<file path="src/rtl/axis_frame_monitor.sv">
// Passive AXI4-Stream observer: per-frame beat/byte counts, last-frame length latch,
// frame counter, and sticky over-length / master-stability error flags.
module axis_frame_monitor #(
  parameter int unsigned DSIZE     = 32,
  parameter int unsigned KSIZE     = (DSIZE / 8 > 0) ? DSIZE / 8 : 1,
  parameter int unsigned USIZE     = 1,
  parameter int unsigned CSIZE     = 32,
  parameter int unsigned FCSIZE    = 32,
  parameter int unsigned MAX_BEATS = 0
) (
  input  logic              aclk,
  input  logic              aresetn,
  input  logic              aclken,
  input  logic              clear,
  input  logic [DSIZE-1:0]  axis_tdata,
  input  logic              axis_tvalid,
  input  logic              axis_tready,
  input  logic [USIZE-1:0]  axis_tuser,
  input  logic              axis_tlast,
  input  logic [KSIZE-1:0]  axis_tkeep,
  output logic [CSIZE-1:0]  beat_cnt,
  output logic [CSIZE-1:0]  byte_cnt,
  output logic              in_frame,
  output logic [CSIZE-1:0]  frame_len,
  output logic [CSIZE-1:0]  frame_bytes,
  output logic              frame_done,
  output logic [FCSIZE-1:0] frame_cnt,
  output logic              err_overlen,
  output logic              err_proto
);

  localparam int unsigned PSIZE = DSIZE + USIZE + 1 + KSIZE;
  localparam logic [CSIZE:0] MaxBeats = (CSIZE + 1)'(MAX_BEATS);

  logic [CSIZE-1:0]  beat_cnt_q, beat_cnt_d, byte_cnt_q, byte_cnt_d;
  logic [CSIZE-1:0]  frame_len_q, frame_len_d, frame_bytes_q, frame_bytes_d;
  logic [FCSIZE-1:0] frame_cnt_q, frame_cnt_d;
  logic              frame_done_q, frame_done_d;
  logic              err_overlen_q, err_overlen_d, err_proto_q, err_proto_d;
  logic              stalled_q, stalled_d;
  logic [PSIZE-1:0]  rec_q, rec_d;

  logic [CSIZE-1:0]  keep_bytes;
  logic [CSIZE-1:0]  beat_inc, byte_inc;
  logic [CSIZE:0]    byte_sum;
  logic [PSIZE-1:0]  payload;
  logic              hs, stall, overlen_hit;

  always_comb begin
    keep_bytes = '0;
    for (int unsigned i = 0; i < KSIZE; i++) begin
      keep_bytes = keep_bytes + CSIZE'(axis_tkeep[i]);
    end
  end

  assign hs      = aclken & axis_tvalid & axis_tready;
  assign stall   = aclken & axis_tvalid & ~axis_tready;
  assign payload = {axis_tdata, axis_tuser, axis_tlast, axis_tkeep};

  // Saturating increments: counters stick at all-ones rather than wrapping.
  assign beat_inc = (beat_cnt_q == '1) ? beat_cnt_q : beat_cnt_q + CSIZE'(1);
  assign byte_sum = {1'b0, byte_cnt_q} + {1'b0, keep_bytes};
  assign byte_inc = byte_sum[CSIZE] ? '1 : byte_sum[CSIZE-1:0];

  // beat_cnt + 1 > MAX_BEATS, evaluated one bit wider to avoid overflow.
  assign overlen_hit = (MAX_BEATS != 0) && ({1'b0, beat_cnt_q} >= MaxBeats);

  always_comb begin
    beat_cnt_d    = beat_cnt_q;
    byte_cnt_d    = byte_cnt_q;
    frame_len_d   = frame_len_q;
    frame_bytes_d = frame_bytes_q;
    frame_cnt_d   = frame_cnt_q;
    frame_done_d  = 1'b0;
    err_overlen_d = err_overlen_q;
    err_proto_d   = err_proto_q;
    stalled_d     = stalled_q;
    rec_d         = rec_q;
    if (aclken) begin
      if (clear) begin
        beat_cnt_d    = '0;
        byte_cnt_d    = '0;
        frame_len_d   = '0;
        frame_bytes_d = '0;
        frame_cnt_d   = '0;
        err_overlen_d = 1'b0;
        err_proto_d   = 1'b0;
        stalled_d     = 1'b0;
        rec_d         = '0;
      end else begin
        if (hs) begin
          if (overlen_hit) err_overlen_d = 1'b1;
          if (axis_tlast) begin
            beat_cnt_d    = '0;
            byte_cnt_d    = '0;
            frame_len_d   = beat_inc;
            frame_bytes_d = byte_inc;
            frame_cnt_d   = frame_cnt_q + FCSIZE'(1);
            frame_done_d  = 1'b1;
          end else begin
            beat_cnt_d = beat_inc;
            byte_cnt_d = byte_inc;
          end
        end
        if (stalled_q && (!axis_tvalid || (payload != rec_q))) err_proto_d = 1'b1;
        stalled_d = stall;
        rec_d     = stall ? payload : '0;
      end
    end
  end

  always_ff @(posedge aclk or negedge aresetn) begin
    if (!aresetn) begin
      beat_cnt_q    <= '0;
      byte_cnt_q    <= '0;
      frame_len_q   <= '0;
      frame_bytes_q <= '0;
      frame_cnt_q   <= '0;
      frame_done_q  <= 1'b0;
      err_overlen_q <= 1'b0;
      err_proto_q   <= 1'b0;
      stalled_q     <= 1'b0;
      rec_q         <= '0;
    end else begin
      beat_cnt_q    <= beat_cnt_d;
      byte_cnt_q    <= byte_cnt_d;
      frame_len_q   <= frame_len_d;
      frame_bytes_q <= frame_bytes_d;
      frame_cnt_q   <= frame_cnt_d;
      frame_done_q  <= frame_done_d;
      err_overlen_q <= err_overlen_d;
      err_proto_q   <= err_proto_d;
      stalled_q     <= stalled_d;
      rec_q         <= rec_d;
    end
  end

  assign beat_cnt    = beat_cnt_q;
  assign byte_cnt    = byte_cnt_q;
  assign in_frame    = (beat_cnt_q != '0);
  assign frame_len   = frame_len_q;
  assign frame_bytes = frame_bytes_q;
  assign frame_done  = frame_done_q;
  assign frame_cnt   = frame_cnt_q;
  assign err_overlen = err_overlen_q;
  assign err_proto   = err_proto_q;

endmodule
</file>
<file path="config.mk">
export PLATFORM = sky130hd
export DESIGN_NAME = axis_frame_monitor
export DESIGN_NICKNAME = d
export VERILOG_FILES = /design/src/rtl/axis_frame_monitor.sv
export SDC_FILE = /design/constraint.sdc
export NUM_CORES = 1
export LEC_CHECK = 0
export CAP_MARGIN = 40
export CORE_MARGIN = 8
export CORE_UTILIZATION = 35
export DETAILED_ROUTE_END_ITERATION = 10
export PLACE_DENSITY = 0.66
export SYNTH_ARGS = -nofsm -noshare
export SYNTH_HDL_FRONTEND = slang
export SYNTH_SLANG_ARGS = --single-unit
</file>
<file path="constraint.sdc">
create_clock -name aclk -period 2.45 [get_ports aclk]
set_clock_uncertainty 0.1 [all_clocks]
set_input_delay 0.6125 -clock aclk [delete_from_list [all_inputs] [get_ports aclk]]
set_output_delay 0.6125 -clock aclk [all_outputs]
set_load 0.1 [all_outputs]
</file>
* After elaboration in Yosys (flattened, before gate mapping)
Index checks and enable logic that the tools add are counted.
** Word-level totals
- Bits in registers :: 201
- Output and inout port bits :: 164
** Operators by class
- Add/sub/neg operators :: 6
- Equality and inequality tests :: 2
- Muxes and demuxes :: 26
- Bitwise gates (word level) :: 4
- Reduce and logical (&&, ||, !) cells :: 10
** Operator list (number)
- 32-bit two-way mux :: 17
- 38-bit two-way mux :: 2
- 32-bit by 1-bit adder with 32-bit output (second input constant) :: 2
- 38-bit != test :: 1
- 32-bit by 4-bit adder with 33-bit output :: 1
- 32-bit == test (second input constant) :: 1
- 32-bit nonzero test :: 1
- 1-bit two-way mux :: 7
- 2-bit nonzero test :: 3
- 3-bit by 1-bit adder with 4-bit output :: 1
- 2-bit AND reduction :: 2
- 2-bit by 1-bit adder with 3-bit output :: 1
- 1-bit AND :: 3
- 3-bit AND reduction :: 1
- 1-bit by 1-bit adder with 2-bit output :: 1
- 1-bit logical AND :: 1
- 1-bit logical NOT :: 1
- 1-bit logical OR :: 1
- 1-bit NOT :: 1

* Longest topological paths before layout
- Depth after elaboration :: 8
- Mapped depth :: 12
- Mapped depth without buffers :: 10

* Worst setup path after synthesis
No wires, ideal clock.
- Path kind :: input port to flip-flop
- Start point :: input axis_tkeep[0]
- End point :: register frame_bytes_q[16], in the netlist frame_bytes[16]
- Setup time :: 126 ps
- Arrival time :: 3294 ps
- Setup slack :: -1070 ps
- Cell stages on the path :: 11
- Cells stage by stage :: fa_1 > inv_1 > fa_1 > inv_1 > fa_1 > nand3_1 > or4_1 > clkbuf_1 > nor2_1 > xor2_1 > a221o_1
** Between the ends
- Longest elaborated chain between the ends :: 8
** Ends and longest elaborated chain
- start: declaration :: RTL line 20 : input logic [KSIZE-1:0] axis_tkeep,
- 1-bit by 1-bit adder with 2-bit output :: RTL line 52 : keep_bytes = keep_bytes + CSIZE'(axis_tkeep[i]);
- 2-bit by 1-bit adder with 3-bit output :: RTL line 52
- 3-bit by 1-bit adder with 4-bit output :: RTL line 52
- 32-bit by 4-bit adder with 33-bit output :: RTL line 62 : assign byte_sum = {1'b0, byte_cnt_q} + {1'b0, keep_bytes};
- 32-bit two-way mux :: RTL line 63 : assign byte_inc = byte_sum[CSIZE] ? '1 : byte_sum[CSIZE-1:0];
- 32-bit two-way mux :: RTL line 93 : if (axis_tlast) begin
- 32-bit two-way mux :: RTL line 91 : if (hs) begin
- 32-bit two-way mux :: RTL line 80 : if (clear) begin
- end signal: assignment :: RTL line 128 : frame_bytes_q <= frame_bytes_d;
- end: declaration :: RTL line 36 : logic [CSIZE-1:0] frame_len_q, frame_len_d, frame_bytes_q, frame_bytes_d;
No other way between the ends. The select of a mux whose other input is x is not followed.
A chain may end at the register's enable or synchronous reset.

* Worst setup path after layout
- Start point :: input axis_tkeep[0]
- End point :: register byte_cnt_q[26], in the netlist byte_cnt[26]
** Between the ends
- Longest elaborated chain between the ends :: 8
** Ends and longest elaborated chain
- 1-bit by 1-bit adder with 2-bit output :: RTL line 52
- 2-bit by 1-bit adder with 3-bit output :: RTL line 52
- 3-bit by 1-bit adder with 4-bit output :: RTL line 52
- 32-bit by 4-bit adder with 33-bit output :: RTL line 62
- 32-bit two-way mux :: RTL line 63
- 32-bit two-way mux :: RTL line 93
- 32-bit two-way mux :: RTL line 91
- 32-bit two-way mux :: RTL line 80
- end signal: assignment :: RTL line 126 : byte_cnt_q <= byte_cnt_d;
- end: declaration :: RTL line 35 : logic [CSIZE-1:0] beat_cnt_q, beat_cnt_d, byte_cnt_q, byte_cnt_d;
No other way between the ends. The select of a mux whose other input is x is not followed.

==> impl_summary.log <==
INFO  metric via_count_of_the_first_global_routing_pass = 10660
INFO  metric setup_slack = -0.445 ns
INFO  metric utilization = 49.8%
INFO  metric synth_cell_count_leaders = 201 x dfrtp_1, 121 x nand2_1, 107 x o21ai_0, 63 x a22o_1, 63 x clkbuf_1
INFO  metric fin_crit_sh = 118%
INFO  metric critPathSlowestCell = fa_1
INFO  metric placed_area = between 10000 and 15000 µm²
INFO  metric dp_hpwl = 26.7 mm
INFO  metric post_layout_nonfiller_instances = 1867
INFO  metric number_of_antenna_violations_at_the_first_check_in_global_routing = 0
INFO  metric irDropWorstVdd = 423 µV
INFO  metric remaining_drc_errors = 0
INFO  metric floorplan.initialDensity = 35.2%
INFO  metric timing.critical_path.fanout_max = 10
INFO  metric clkLatencyLatePin = 0.52 ns
INFO  metric place_inst = 1812
INFO  metric critical_path.endpoint_type = register
INFO  metric max_root_sink_buffers = 3
INFO  metric netlist_top_cells_area = dfrtp_1 46%, a22o_1 5.0%, o21ai_0 4.9%, nand2_1 4.1%, xnor2_1 4.1%
INFO  metric floorplan.die.height = 193 µm
INFO  metric failed_checks = setup timing
INFO  metric topRoutingLayerUsed = met4
INFO  metric cap_viol_max_count = 0
INFO  metric gp_congestion = 0.893
INFO  metric number_of_distinct_library_cells_after_synthesis = 66
INFO  metric path_cells = buf_6 > fa_1 > inv_2 > fa_2 > buf_6 > inv_2 > fa_2 > nand3_4 > buf_6 > nor4_4 > buf_12 > nand4_1 > a21o_1 > a22o_1
INFO  metric totalWireLength = 37.3 mm
INFO  metric vias_per_cell = 5.59
INFO  metric met2WireLength = roughly 17 mm
INFO  metric yosysTopAreaCellShare = 45.7%
INFO  metric layout.filler_cells = 2831
INFO  metric cts_buffers = 24
INFO  metric syn-cell-area = 11000 µm²
INFO  metric max_slew_vio_count = 0
INFO  metric gr-usage-all-layers = just under 20%
INFO  metric run_status = finished with violations
INFO  metric power.leakage = approximately 0.007 µW
INFO  metric cts.sink_count = 201
INFO  metric synthesis.area_per_instance = 9.47 µm²
INFO  metric wl_met3 = between 2 and 3 mm
INFO  metric setup_viol = 65
INFO  metric synth_warnings = 0
INFO  metric max_slew.worst_pin.slew = ~0.50 ns
INFO  metric pwr_density_cell = slightly above 500 nW/µm²
INFO  metric worst_setup_path_start_kind = input port
INFO  metric worst_ep_required_time = 2.76 ns
INFO  metric detail_route.first_pass.iterations = 5
INFO  metric cts_tree = built
INFO  metric setup_repair_after_global_routing_missed_its_margin = true
INFO  metric initialDrtViolationCount = 706
INFO  metric clk_root_buffer_cell = clkbuf_16
INFO  metric routedWlPerCell = between 15 and 20 µm
INFO  metric wirelength_met1 = 16.8 mm
INFO  metric die_width = 193 µm
INFO  metric min_period = 2.89 ns
INFO  metric wire_length_of_the_first_global_routing_pass = 60.3 mm
INFO  metric areaGrowthSynthToFinish = 41.7%
INFO  metric grt_remaining_overflow = 0
INFO  metric crit_path_frequent_cell = buf_6
INFO  metric final_antenna_net_count = 0
INFO  metric nNetsFinal = 1499
INFO  metric whs = 0.334 ns
INFO  metric floorplan.core_area = 31300 µm²
INFO  metric worst-endpoint-arrival = about 3.2 ns
INFO  metric post-layout-total-power = 7910 µW
INFO  metric fin_hold_viols = 0
INFO  metric most_repeated_cell_in_the_gate_level_netlist_after_synthesis = dfrtp_1
INFO  metric ys_seq_elements = roughly 200
INFO  metric cpPeakStageDelay = around 0.55 ns
INFO  metric route.vias.total = 10441
INFO  metric h_tree_depth = 1
INFO  metric post_layout_inst_area = around 16000 µm²
INFO  metric synth-edff-count = 0
INFO  metric syn-num-nets = 1214
INFO  metric synth-main-ff-cell = dfrtp_1
INFO  metric postSynthCellCount = ~1200
INFO  metric final_layout_size_suffix_gt1_share = between 30% and 40%
INFO  metric port_buffers = 206
INFO  metric max_clock_freq = around 0.35 GHz
INFO  metric critical_path_class = input port to register
INFO  metric synth_seq_area_share = 45.7%
INFO  metric floorplan.die_area = 37400 µm²
INFO  metric synth.largest_area_cell = dfrtp_1
INFO  metric insertedDiodeCount = 0
INFO  metric num_io_pins = ~210
INFO  metric holdCritPathClass = input port to register
INFO  metric path_clk_slew = ~0.070 ns
INFO  metric row_count = 65
INFO  metric worst_slew_margin_rel = 66.1%
INFO  metric grt_max_degree = 57
INFO  metric synthArstFlopShare = between 90% and 100%
-- per-layer routing --
| metal | up-vias | GRT usage [%] |
|---|---|---|
| met5 | - | 0 |
| met4 | 0 | 5.16 |
| met3 | 51 | 4.15 |
| met2 | 364 | 30.4 |
| met1 | 5188 | 26.8 |
| li1 | 4838 | - |
-- flip-flops by register name (all words and copies together), names as in the netlist --
register / count
rec_q: 38
beat_cnt: 32
byte_cnt: 32
frame_bytes: 32
frame_cnt: 32
frame_len: 32
err_proto: 1
frame_done: 1
stalled_q: 1
-- cell type report --
type | count | area (µm²) | area share (%)
multi-input cells | 844 | 5930 | 38.0
flip-flops and latches | 201 | 5170 | 33.1
repair buffers | 353 | 3070 | 19.7
clock buffers | 32 | 682 | 4.37
well taps | 402 | 503 | 3.22
clock inverters | 11 | 170 | 1.09
inverters | 24 | 90.1 | 0.577
-- critical path, delay by kind of cell --
kind,cells,cell delay [ns]
compound gates,2,0.41
fa+ha+maj,3,1.14
buf+inv,6,0.64
simple gates,3,0.41
-- cell usage in the layout, fill, tap and decap left out, drive strengths merged, types with 11 or more instances in the layout --
cell           netlist  routed
nand2              121     121
a21oi               36      36
or3                 14      14
clkdlybuf4s50        0      39
and2                11      11
or4                 12      12
clkbuf              67      33
a22o                63      63
xor2                49      49
buf                 27     312
nor3                15      15
xnor2               51      51
nand4               44      44
and4                15      15
o31ai               13      13
a31oi               14      14
a21o                22      22
nor2                56      56
o21ai              112     112
and3                15      15
inv                 24      25
dfrtp              201     201
nor4                38      38
nand3               48      48
-- what timing repair did --
action / 4_1_cts / 5_1_grt
buffers inserted: 12 / 1
hold buffers: 1 / 0
resized for setup: 41 / 28
endpoints found under the setup margin: 65 / 79
pin swaps: 25 / 15
endpoints found under the hold margin: 33 / 0
cloned: 0 / 0
-- stage by stage --
| stage | worst slack [ns] | setup TNS (ns) |
|---|---|---|
| after floorplan | -0.794 | -35.44 |
| after global placement | -1.33 | -88.10 |
| after detailed placement | -1.37 | -90.82 |
| after CTS | -0.517 | -24.04 |
| after global routing | -0.525 | -28.26 |
| final | -0.445 | -23.18 |
-- cell families after synthesis --
family	share of synthesized area (%)
and+or+nand+nor	20.4
AOI/OAI and AO/OA	19.8
DFF	45.7
buffers and inverters	4.36
xor gates and xnor gates	7.95
muxes	0.738
adders and majority gates	1.00
other	0.0340
-- final timing paths --
check | end | slack [ns] | depth (start not counted) | from
worst max-delay path | byte_cnt[26] | -0.44 | 14 | axis_tkeep[0]
worst max register to register | byte_cnt[26] | -0.02 | 12 | byte_cnt[0]
min in group asynchronous | rec_q[18] | 0.48 | 2 | aresetn
worst min register to register | frame_len[4] | 0.38 | 2 | frame_len[4]
worst min-delay path | rec_q[0] | 0.33 | 3 | axis_tkeep[0]
max in group asynchronous | byte_cnt[31] | 1.09 | 3 | aresetn
-- power breakdown --
part | switching (µW) | total (µW) | leakage (µW) | internal (µW)
combinational | 414 | 677 | 0.00390 | 263
clock | 1470 | 3850 | 0.000408 | 2380
sequential | 25.0 | 3380 | 0.00270 | 3350
total | 1910 | 7910 | 0.00701 | 6000
No activity file was read; power rests on OpenSTA's default activity.
